$ cat src/rtl/mem_arbiter.sv
// mem_arbiter
// Two-port round-robin arbiter in front of a single shared memory port.
// Each requester has one pending slot; one memory transaction is in flight
// at a time, and a transaction with no mem_ack is aborted after
// TIMEOUT_CYCLES cycles in WAIT.
//
// Ports
//   clk, rst               clock (rising edge), async active-low reset
//   cN_addr, cN_wr_data    requester N address / write data (N = 0, 1)
//   cN_rd_req, cN_wr_req   requester N one-cycle request pulses
//   cN_rd_data             read data returned with cN_ack (0 for writes/aborts)
//   cN_ack                 one-cycle completion pulse to requester N
//   cN_busy                requester N has a pending or in-flight transaction
//   mem_addr, mem_wr_data  address / write data to the memory
//   mem_rd_req, mem_wr_req one-cycle memory request pulses
//   mem_rd_data, mem_ack   memory read data and completion pulse
//   mem_busy               memory cannot accept a request this cycle
//   err                    one-cycle pulse on a timeout abort
//
// state   | meaning
// --------+---------------------------------------------------------------
// S_IDLE  | no transaction in flight; grant a valid slot when !mem_busy
// S_WAIT  | request issued, waiting for mem_ack or the timeout
// S_ABORT | one cycle after a timeout; err/cN_ack are visible here
module mem_arbiter #(
  parameter int unsigned TIMEOUT_CYCLES = 1023
) (
  input  logic        clk,
  input  logic        rst,
  input  logic [31:0] c0_addr,
  input  logic [31:0] c0_wr_data,
  input  logic        c0_rd_req,
  input  logic        c0_wr_req,
  output logic [31:0] c0_rd_data,
  output logic        c0_ack,
  output logic        c0_busy,
  input  logic [31:0] c1_addr,
  input  logic [31:0] c1_wr_data,
  input  logic        c1_rd_req,
  input  logic        c1_wr_req,
  output logic [31:0] c1_rd_data,
  output logic        c1_ack,
  output logic        c1_busy,
  output logic [31:0] mem_addr,
  output logic [31:0] mem_wr_data,
  output logic        mem_rd_req,
  output logic        mem_wr_req,
  input  logic [31:0] mem_rd_data,
  input  logic        mem_ack,
  input  logic        mem_busy,
  output logic        err
);

  // The counter only has to reach TIMEOUT_CYCLES-1: the abort decision is
  // taken at the edge that would complete the last allowed WAIT cycle.
  localparam int unsigned CNT_W = (TIMEOUT_CYCLES > 1) ? $clog2(TIMEOUT_CYCLES) : 1;
  localparam logic [CNT_W-1:0] CNT_LAST = CNT_W'(TIMEOUT_CYCLES - 1);

  typedef enum logic [1:0] {
    S_IDLE  = 2'd0,
    S_WAIT  = 2'd1,
    S_ABORT = 2'd2
  } state_t;

  state_t state;
  state_t state_nxt;

  logic             s0_valid;
  logic             s0_we;
  logic [31:0]      s0_addr;
  logic [31:0]      s0_wdata;
  logic             s1_valid;
  logic             s1_we;
  logic [31:0]      s1_addr;
  logic [31:0]      s1_wdata;

  logic             cur_port;
  logic             cur_we;
  logic             last_grant;
  logic [CNT_W-1:0] wait_cnt;

  logic             grant_en;
  logic             grant_port;
  logic             done_ok;
  logic             done_abort;
  logic             done;
  logic             fin0;
  logic             fin1;
  logic             c0_cap;
  logic             c1_cap;
  logic             sel_we;
  logic [31:0]      sel_addr;
  logic [31:0]      sel_wdata;
  logic [31:0]      rd_ret;

  // A slot that is valid (pending or in flight) drops further pulses.
  assign c0_cap = (c0_rd_req | c0_wr_req) & ~s0_valid;
  assign c1_cap = (c1_rd_req | c1_wr_req) & ~s1_valid;

  assign done = done_ok | done_abort;
  assign fin0 = done & ~cur_port;
  assign fin1 = done & cur_port;

  assign rd_ret = (done_ok & ~cur_we) ? mem_rd_data : 32'd0;

  assign c0_busy = s0_valid;
  assign c1_busy = s1_valid;

  always_ff @(posedge clk or negedge rst) begin
    if (!rst) begin
      state <= S_IDLE;
    end else begin
      state <= state_nxt;
    end
  end

  always_comb begin
    state_nxt  = state;
    grant_en   = 1'b0;
    grant_port = 1'b0;
    done_ok    = 1'b0;
    done_abort = 1'b0;
    case (state)
      S_IDLE: begin
        if (!mem_busy && (s0_valid || s1_valid)) begin
          grant_en = 1'b1;
          if (s0_valid && s1_valid) begin
            grant_port = ~last_grant;
          end else begin
            grant_port = s1_valid;
          end
          state_nxt = S_WAIT;
        end
      end
      S_WAIT: begin
        // A real ack on the final cycle still wins over the timeout.
        if (mem_ack) begin
          done_ok   = 1'b1;
          state_nxt = S_IDLE;
        end else if (wait_cnt == CNT_LAST) begin
          done_abort = 1'b1;
          state_nxt  = S_ABORT;
        end
      end
      S_ABORT: begin
        state_nxt = S_IDLE;
      end
      default: begin
        state_nxt = S_IDLE;
      end
    endcase
  end

  always_comb begin
    sel_we    = s0_we;
    sel_addr  = s0_addr;
    sel_wdata = s0_wdata;
    if (grant_port) begin
      sel_we    = s1_we;
      sel_addr  = s1_addr;
      sel_wdata = s1_wdata;
    end
  end

  // A completing slot is never capturing at the same edge (it is valid), so
  // the clear and the load are exclusive.
  always_ff @(posedge clk or negedge rst) begin
    if (!rst) begin
      s0_valid <= 1'b0;
      s0_we    <= 1'b0;
      s0_addr  <= 32'd0;
      s0_wdata <= 32'd0;
    end else if (fin0) begin
      s0_valid <= 1'b0;
    end else if (c0_cap) begin
      s0_valid <= 1'b1;
      s0_we    <= c0_wr_req;
      s0_addr  <= c0_addr;
      s0_wdata <= c0_wr_req ? c0_wr_data : 32'd0;
    end
  end

  always_ff @(posedge clk or negedge rst) begin
    if (!rst) begin
      s1_valid <= 1'b0;
      s1_we    <= 1'b0;
      s1_addr  <= 32'd0;
      s1_wdata <= 32'd0;
    end else if (fin1) begin
      s1_valid <= 1'b0;
    end else if (c1_cap) begin
      s1_valid <= 1'b1;
      s1_we    <= c1_wr_req;
      s1_addr  <= c1_addr;
      s1_wdata <= c1_wr_req ? c1_wr_data : 32'd0;
    end
  end

  always_ff @(posedge clk or negedge rst) begin
    if (!rst) begin
      cur_port   <= 1'b0;
      cur_we     <= 1'b0;
      last_grant <= 1'b1;
      wait_cnt   <= '0;
    end else begin
      if (grant_en) begin
        cur_port <= grant_port;
        cur_we   <= sel_we;
        wait_cnt <= '0;
      end else if (done) begin
        wait_cnt <= '0;
      end else if (state == S_WAIT) begin
        wait_cnt <= wait_cnt + 1'b1;
      end
      if (done) begin
        last_grant <= cur_port;
      end
    end
  end

  always_ff @(posedge clk or negedge rst) begin
    if (!rst) begin
      mem_rd_req  <= 1'b0;
      mem_wr_req  <= 1'b0;
      mem_addr    <= 32'd0;
      mem_wr_data <= 32'd0;
    end else begin
      mem_rd_req <= grant_en & ~sel_we;
      mem_wr_req <= grant_en & sel_we;
      if (grant_en) begin
        mem_addr    <= sel_addr;
        mem_wr_data <= sel_wdata;
      end
    end
  end

  always_ff @(posedge clk or negedge rst) begin
    if (!rst) begin
      c0_ack     <= 1'b0;
      c1_ack     <= 1'b0;
      c0_rd_data <= 32'd0;
      c1_rd_data <= 32'd0;
      err        <= 1'b0;
    end else begin
      c0_ack <= fin0;
      c1_ack <= fin1;
      err    <= done_abort;
      if (fin0) begin
        c0_rd_data <= rd_ret;
      end
      if (fin1) begin
        c1_rd_data <= rd_ret;
      end
    end
  end

endmodule

$ cat config.mk
export PLATFORM = sky130hd
export DESIGN_NAME = mem_arbiter
export DESIGN_NICKNAME = d
export VERILOG_FILES = /design/src/rtl/mem_arbiter.sv
export SDC_FILE = /design/constraint.sdc
export NUM_CORES = 1
export LEC_CHECK = 0
export ABC_AREA = 1
export CORE_MARGIN = 8
export CORE_UTILIZATION = 53
export DETAILED_ROUTE_END_ITERATION = 8
export PLACE_DENSITY = 0.85
export REMOVE_ABC_BUFFERS = 1
export SLEW_MARGIN = 25
export SYNTH_ARGS = -nofsm -noshare
export SYNTH_HDL_FRONTEND = slang
export SYNTH_SLANG_ARGS = --single-unit
$ cat constraint.sdc
create_clock -name clk -period 3.65 [get_ports clk]
set_clock_uncertainty 0.1 [all_clocks]
set_input_delay 1.095 -clock clk [delete_from_list [all_inputs] [get_ports clk]]
set_output_delay 1.095 -clock clk [all_outputs]
set_load 0.01 [all_outputs]
==> results.md, run 1 <==
- Layout fillers: 1642
- Maxcap violations: 0
- Initial core utilization: about 54%
- Htree depth: 1
- DR pass1 iterations: 5
- Final setup violation count: 0
- Global-route wire length before repair: roughly 58000 µm
- I/O Buffers: approximately 300
- CTS Hold Buffers Added: 0
- Routed vias/inst: around 5.4
- Multi-input gate area: between 0.004 and 0.005 mm²
- Netlist cell types: 30
- Synth warnings: 0
- Synthesized area: approximately 0.012 mm²
- Initial DRC Count: roughly 940
- Status: complete, no violations
- CP Launch Type: flop
- Area Growth Syn to Fin: 32.95%
- RSZ-0062 raised after global routing: false
- Gr usage total: between 20% and 30%
- Post-CTS sizing: 0
- GP Congestion: 0.8156
- Clk sink count: 280
- Core Util, Final: a little under three quarters
- Final WL: 35780 µm
- PD cells: 753.5 mW/mm²
- CTS tree: built
- Fmax: 352.6 MHz
- Row Count: 55
- Hold Vio Cnt, Final: 0
- Nets: ~1800
- Residual DRC: 0
- Grt total ovfl: 0
- Most used DFF post-synth: dfrtp_1
- Tcrit/Tclk final: ~78%
- Die height: 166.8 µm
- Pleak: between 7 and 8 nW
- Wire length per cell: 18.09 µm
- Hpwl dp: roughly 23000 µm
- Final min period: between 2 and 3 ns
- Critical-path cell list: clkdlybuf4s50_1
- EDFF count, synth: 0
- DP Cell Count: 1928
- Critical path fanouts, max: 5
- Die width: roughly 170 µm
- Yosys reg bits: 280
- Max IR drop VDD: between 400 and 500 µV
- Post-Syn Area per Cell: approximately 8.5 µm²
- Crit path kind: reg -> out
- Fraction of layout cells with a size suffix above 1: approximately 5.3%
- Reg clk slew, reported paths: roughly 0.06 ns
- Root Buffer: clkbuf_16
- Power, Total: approximately 12 mW
- Die footprint: between 0.02 and 0.03 mm²
- CP max stage cell: clkdlybuf4s50_1
- Slew Limit Headroom: 44.17%
- Non-Filler Instances: between 1500 and 2000
- Largest net degree at the start of global routing: 94
- Critical Path RT: between 2 and 2.5 ns
- Number of CTS-inserted buffers: 29
- Vias in the first global route: about 11000
- Worst Path Buf+Inv: 1
- Crit end category: output pin
- Core Area: 0.02250 mm²
- Min-delay worst type: reg -> reg
- Mapped Cells: roughly 1400
- Routed Antenna Nets: 0
- CP peak stage delay: roughly 0.6 ns
- Critical path arrival: 1.64 ns
- Post-CTS setup repair buffer count: 0
- CTS Buffer Depth: 3
- Reg2Reg Setup Slack: 1.25 ns
- Ports: between 300 and 400
- CP top delay family: buffers and inverters
- Worst Tran Pin Value: ~0.84 ns
- FF+latch area: 0.007008 mm²
- Sequential-to-total area share from yosys stat: about three fifths
- Slew Limit Fails: 0
- Clk Latency, worst-skew pair: 0.54 ns
- Initial antenna violation count: 1
- Synth async-reset ratio: 100.0%
- DR vias: between 10000 and 15000
per-stage QoR:
stage | setup TNS, ns | setup slack (ns) | hold WS [ns] | instance area [µm²]
2_1_floorplan | -201.57 | -1.196 | 0.3367 | 11440
3_3_place_gp | 0 | 0.4558 | 0.3481 | 15090
3_5_place_dp | 0 | 0.3574 | 0.3535 | 15090
4_1_cts | 0 | 0.7912 | 0.3676 | 16010
5_1_grt | 0 | 0.6703 | 0.3798 | 16010
6_report | 0 | 0.8136 | 0.3635 | 16010
cell families after synthesis:
group                      after synthesis  synth area share, %
AOI/OAI and AO/OA                      204                8.528
xor gates and xnor gates                 2               0.1455
adders and majority gates                2               0.2077
DFF                                    280                58.18
buffers and inverters                  178                7.604
and+or+nand+nor                        746                25.33
area by class of cell:
class,count,area share (%)
antenna,1,0.01563
clock buffer,39,5.079
clock inverter,10,0.6485
inverter,83,1.945
multi-input combinational,954,25.96
sequential,280,43.76
tap,285,2.227
timing repair buffer,326,20.36
cell usage after synthesis (3+ instances only):
master	n	share of area, %
a21oi_1	6	0.25
buf_1	12	0.37
buf_2	15	0.62
buf_6	30	2.8
clkbuf_1	37	1.2
dfrtp_1	279	58
inv_1	82	2.6
nand2_1	503	16
nand2_2	3	0.16
nand2_4	3	0.28
nand3_1	136	5.7
nand4_1	3	0.16
nor2_1	87	2.7
nor2_2	3	0.16
o21ai_0	152	6.3
o21ai_1	44	1.8
path summary, 6_finish.rpt:
| check | start | to | cells past startpoint |
|---|---|---|---|
| min in group asynchronous | rst | mem_addr[6] | 1 |
| max | c0_busy | c0_busy | 1 |
| max in group asynchronous | rst | last_grant | 2 |
| min reg2reg | s0_wdata[28] | s0_wdata[28] | 2 |
| min | s0_wdata[28] | s0_wdata[28] | 2 |
| max reg2reg | wait_cnt[0] | c0_rd_data[12] | 10 |
report_power, final:
group / internal, mW / leakage, nW / switching, mW
registers: 4.33 / 3.59 / 0.703
logic: 1.86 / 3.94 / 2.30
clock network: 1.69 / 0.459 / 1.19
placed cells by master, fill, tap and decap left out, types with 4 or more instances in the layout:
master / Yosys / routed
clkbuf_1: 37 / 5
dfrtp_1: 279 / 279
o21ai_0: 152 / 152
clkbuf_16: 0 / 29
inv_1: 82 / 82
buf_12: 0 / 5
clkinv_2: 0 / 7
nand2_2: 3 / 4
nor2_1: 87 / 84
nand2_1: 503 / 502
buf_4: 1 / 19
clkdlybuf4s50_1: 0 / 299
o21ai_1: 44 / 44
clkbuf_8: 0 / 5
nand3_1: 136 / 136
a21oi_1: 6 / 5
registers in the layout, summed over array words and instances, names as in the netlist, 2 cells and up:
name / flops
state: 2
s1_addr: 32
wait_cnt: 10
s0_wdata: 32
s0_addr: 32
c0_rd_data: 32
mem_addr: 32
s1_wdata: 32
c1_rd_data: 32
mem_wr_data: 32
per-layer routing:
layer	vias up	global-route usage, %	share of wire (%)
met2	500	41.07	47
met3	48	9.102	11
met5	-	0	0
met4	0	6.424	1.8
met1	5136	31.44	40
li1	4994	-	-
Power figures use the tool's default switching activity.
==> inputs of run 2 (changes only) <==
CORE_UTILIZATION = 45   (was 53)
PLACE_DENSITY = 0.77   (was 0.85)
clock period = 2.3 ns   (was 3.65 ns; I/O delays follow)
==> results.md, run 2 (synthesized netlist as in run 1, its figures left out) <==
- Status: complete, no violations
- Number of CTS-inserted buffers: 31
- Routed vias/inst: approximately 5.2
- CP top delay family: buffers and inverters
- Critical path arrival: 1.48 ns
- Reg2Reg Setup Slack: 0.33 ns
- Maxcap violations: 0
- Worst Tran Pin Value: ~0.5 ns
- Placement Setup Slack: -0.1531 ns
- Layout fillers: around 2200
- Hpwl dp: roughly 25000 µm
- Ports: 303
- Slew Limit Headroom: between 60% and 70%
- Routed Antenna Nets: 0
- Die footprint: approximately 0.032 mm²
- CP max stage cell: clkdlybuf4s50_1
- Grt total ovfl: 0
- Non-Filler Instances: approximately 2100
- PD cells: 1197 mW/mm²
- Die height: ~180 µm
- Area Growth Syn to Fin: 38.92%
- Core Area: around 0.027 mm²
- Fmax: roughly 440 MHz
- Worst r2r src: wait_cnt[0]
- Fraction of layout cells with a size suffix above 1: 7.259%
- Crit path kind: reg -> out
- GP Congestion: roughly 0.8
- Final min period: around 2.3 ns
- RR Endpoint: c1_rd_data[10]
- DR pass1 iterations: 5
- Initial core utilization: a little under half
- Die width: around 180 µm
- ANT cells: 0
- Nets: approximately 1900
- Critical path fanouts, max: 2
- I/O Buffers: about 300
- Final WL: 37720 µm
- Reg clk slew, reported paths: about 0.06 ns
- Core Util, Final: 62.79%
- Root Buffer: clkbuf_16
- Max IR drop VDD: 665.4 µV
- Setup crit start: mem_wr_data[18]
- Clk Latency, worst-skew pair: roughly 0.55 ns
- Reg2Reg Depth: 11
- Global-route wire length before repair: about 62000 µm
- Htree depth: 1
- Hold Vio Cnt, Final: 0
- CTS tree: built
- Setup tns final: 0 ns
- Largest net degree at the start of global routing: around 80
- CP peak stage delay: approximately 0.58 ns
- DP Cell Count: 2006
- Tcrit/Tclk final: a little over nine tenths
- Post-route setup slack: slightly below 0.03 ns
- Critical-path cell list: clkdlybuf4s50_1
- Final setup violation count: 0
- Residual DRC: 0
- Min-delay src: s0_wdata[22]
- Row Count: 60
- Worst Hold Endpoint: s0_wdata[22]
- Commonest non-fill, non-tap cell in the layout: nand2_1
- Pleak: 8.853 nW
- Most frequent cells in the layout: nand2_1, dfrtp_1, clkdlybuf4s50_1
- Gr usage total: a little under a quarter
- Initial antenna violation count: 1
- CTS Buffer Depth: 3
- Vias in the first global route: between 10000 and 15000
- Critical Path RT: roughly 1.5 ns
- Min-delay worst type: reg -> reg
- Crit end category: output pin
- Initial DRC Count: around 950
- DR vias: approximately 11000
- WHS Path Cells: 2
- CP Launch Type: flop
- Slew Limit Fails: 0
- Worst Path Buf+Inv: 1
- Clk sink count: between 200 and 300
- Wire length per cell: about 18 µm
[run 2: stage by stage]
stage	power (mW)	cell area [µm²]	hold slack, ns
floorplan	10.85	11440	0.2944
global placement	14.74	15560	0.3477
detailed placement	15.01	15560	0.3529
CTS	20.25	16640	0.3675
global route	21.31	16730	0.3840
finish	20.03	16730	0.3614
[run 2: repair_timing]
item                                   4_1_cts  5_1_grt
buffers inserted                             1        0
gates resized for setup                     21       36
endpoints found under the hold margin       42        0
hold buffers                                 1        0
setup endpoints to repair                   20       36
[run 2: worst max path at each step]
stage,end,slack [ns],cells after the start
after floorplan,cur_we,-2.25,5
after global placement,c0_rd_data[0],-0.07,9
after detailed placement,c1_rd_data[25],-0.15,9
after CTS,mem_wr_data[11],0.0003,1
after global routing,c1_rd_data[9],-0.0004,1
final,mem_wr_data[18],0.03,1
[run 2: routing by layer]
layer / GRT usage, % / part of all wire (%)
met2: 38.90 / 48
met4: 6.702 / 2.4
met3: 8.185 / 10
met1: 27.90 / 39
met5: 0 / 0.034
[run 2: power breakdown]
group          switching, mW  internal, mW  total (mW)
Sequential              1.09          6.87        7.96
Combinational           3.77          3.07        6.84
Clock                   2.02          3.21        5.23
Total                   6.89          13.1        20.0
[run 2: final cells by class]
| type | instances | area, µm² | share of cell area, % |
|---|---|---|---|
| Timing Repair Buffer | 350 | 3722 | 22.24 |
| Tap cell | 341 | 426.7 | 2.550 |
| Sequential cell | 280 | 7010 | 41.89 |
| Clock inverter | 17 | 227.7 | 1.361 |
| Clock buffer | 38 | 862.1 | 5.152 |
| Inverter | 83 | 311.5 | 1.862 |
| Multi-Input combinational cell | 954 | 4173 | 24.94 |
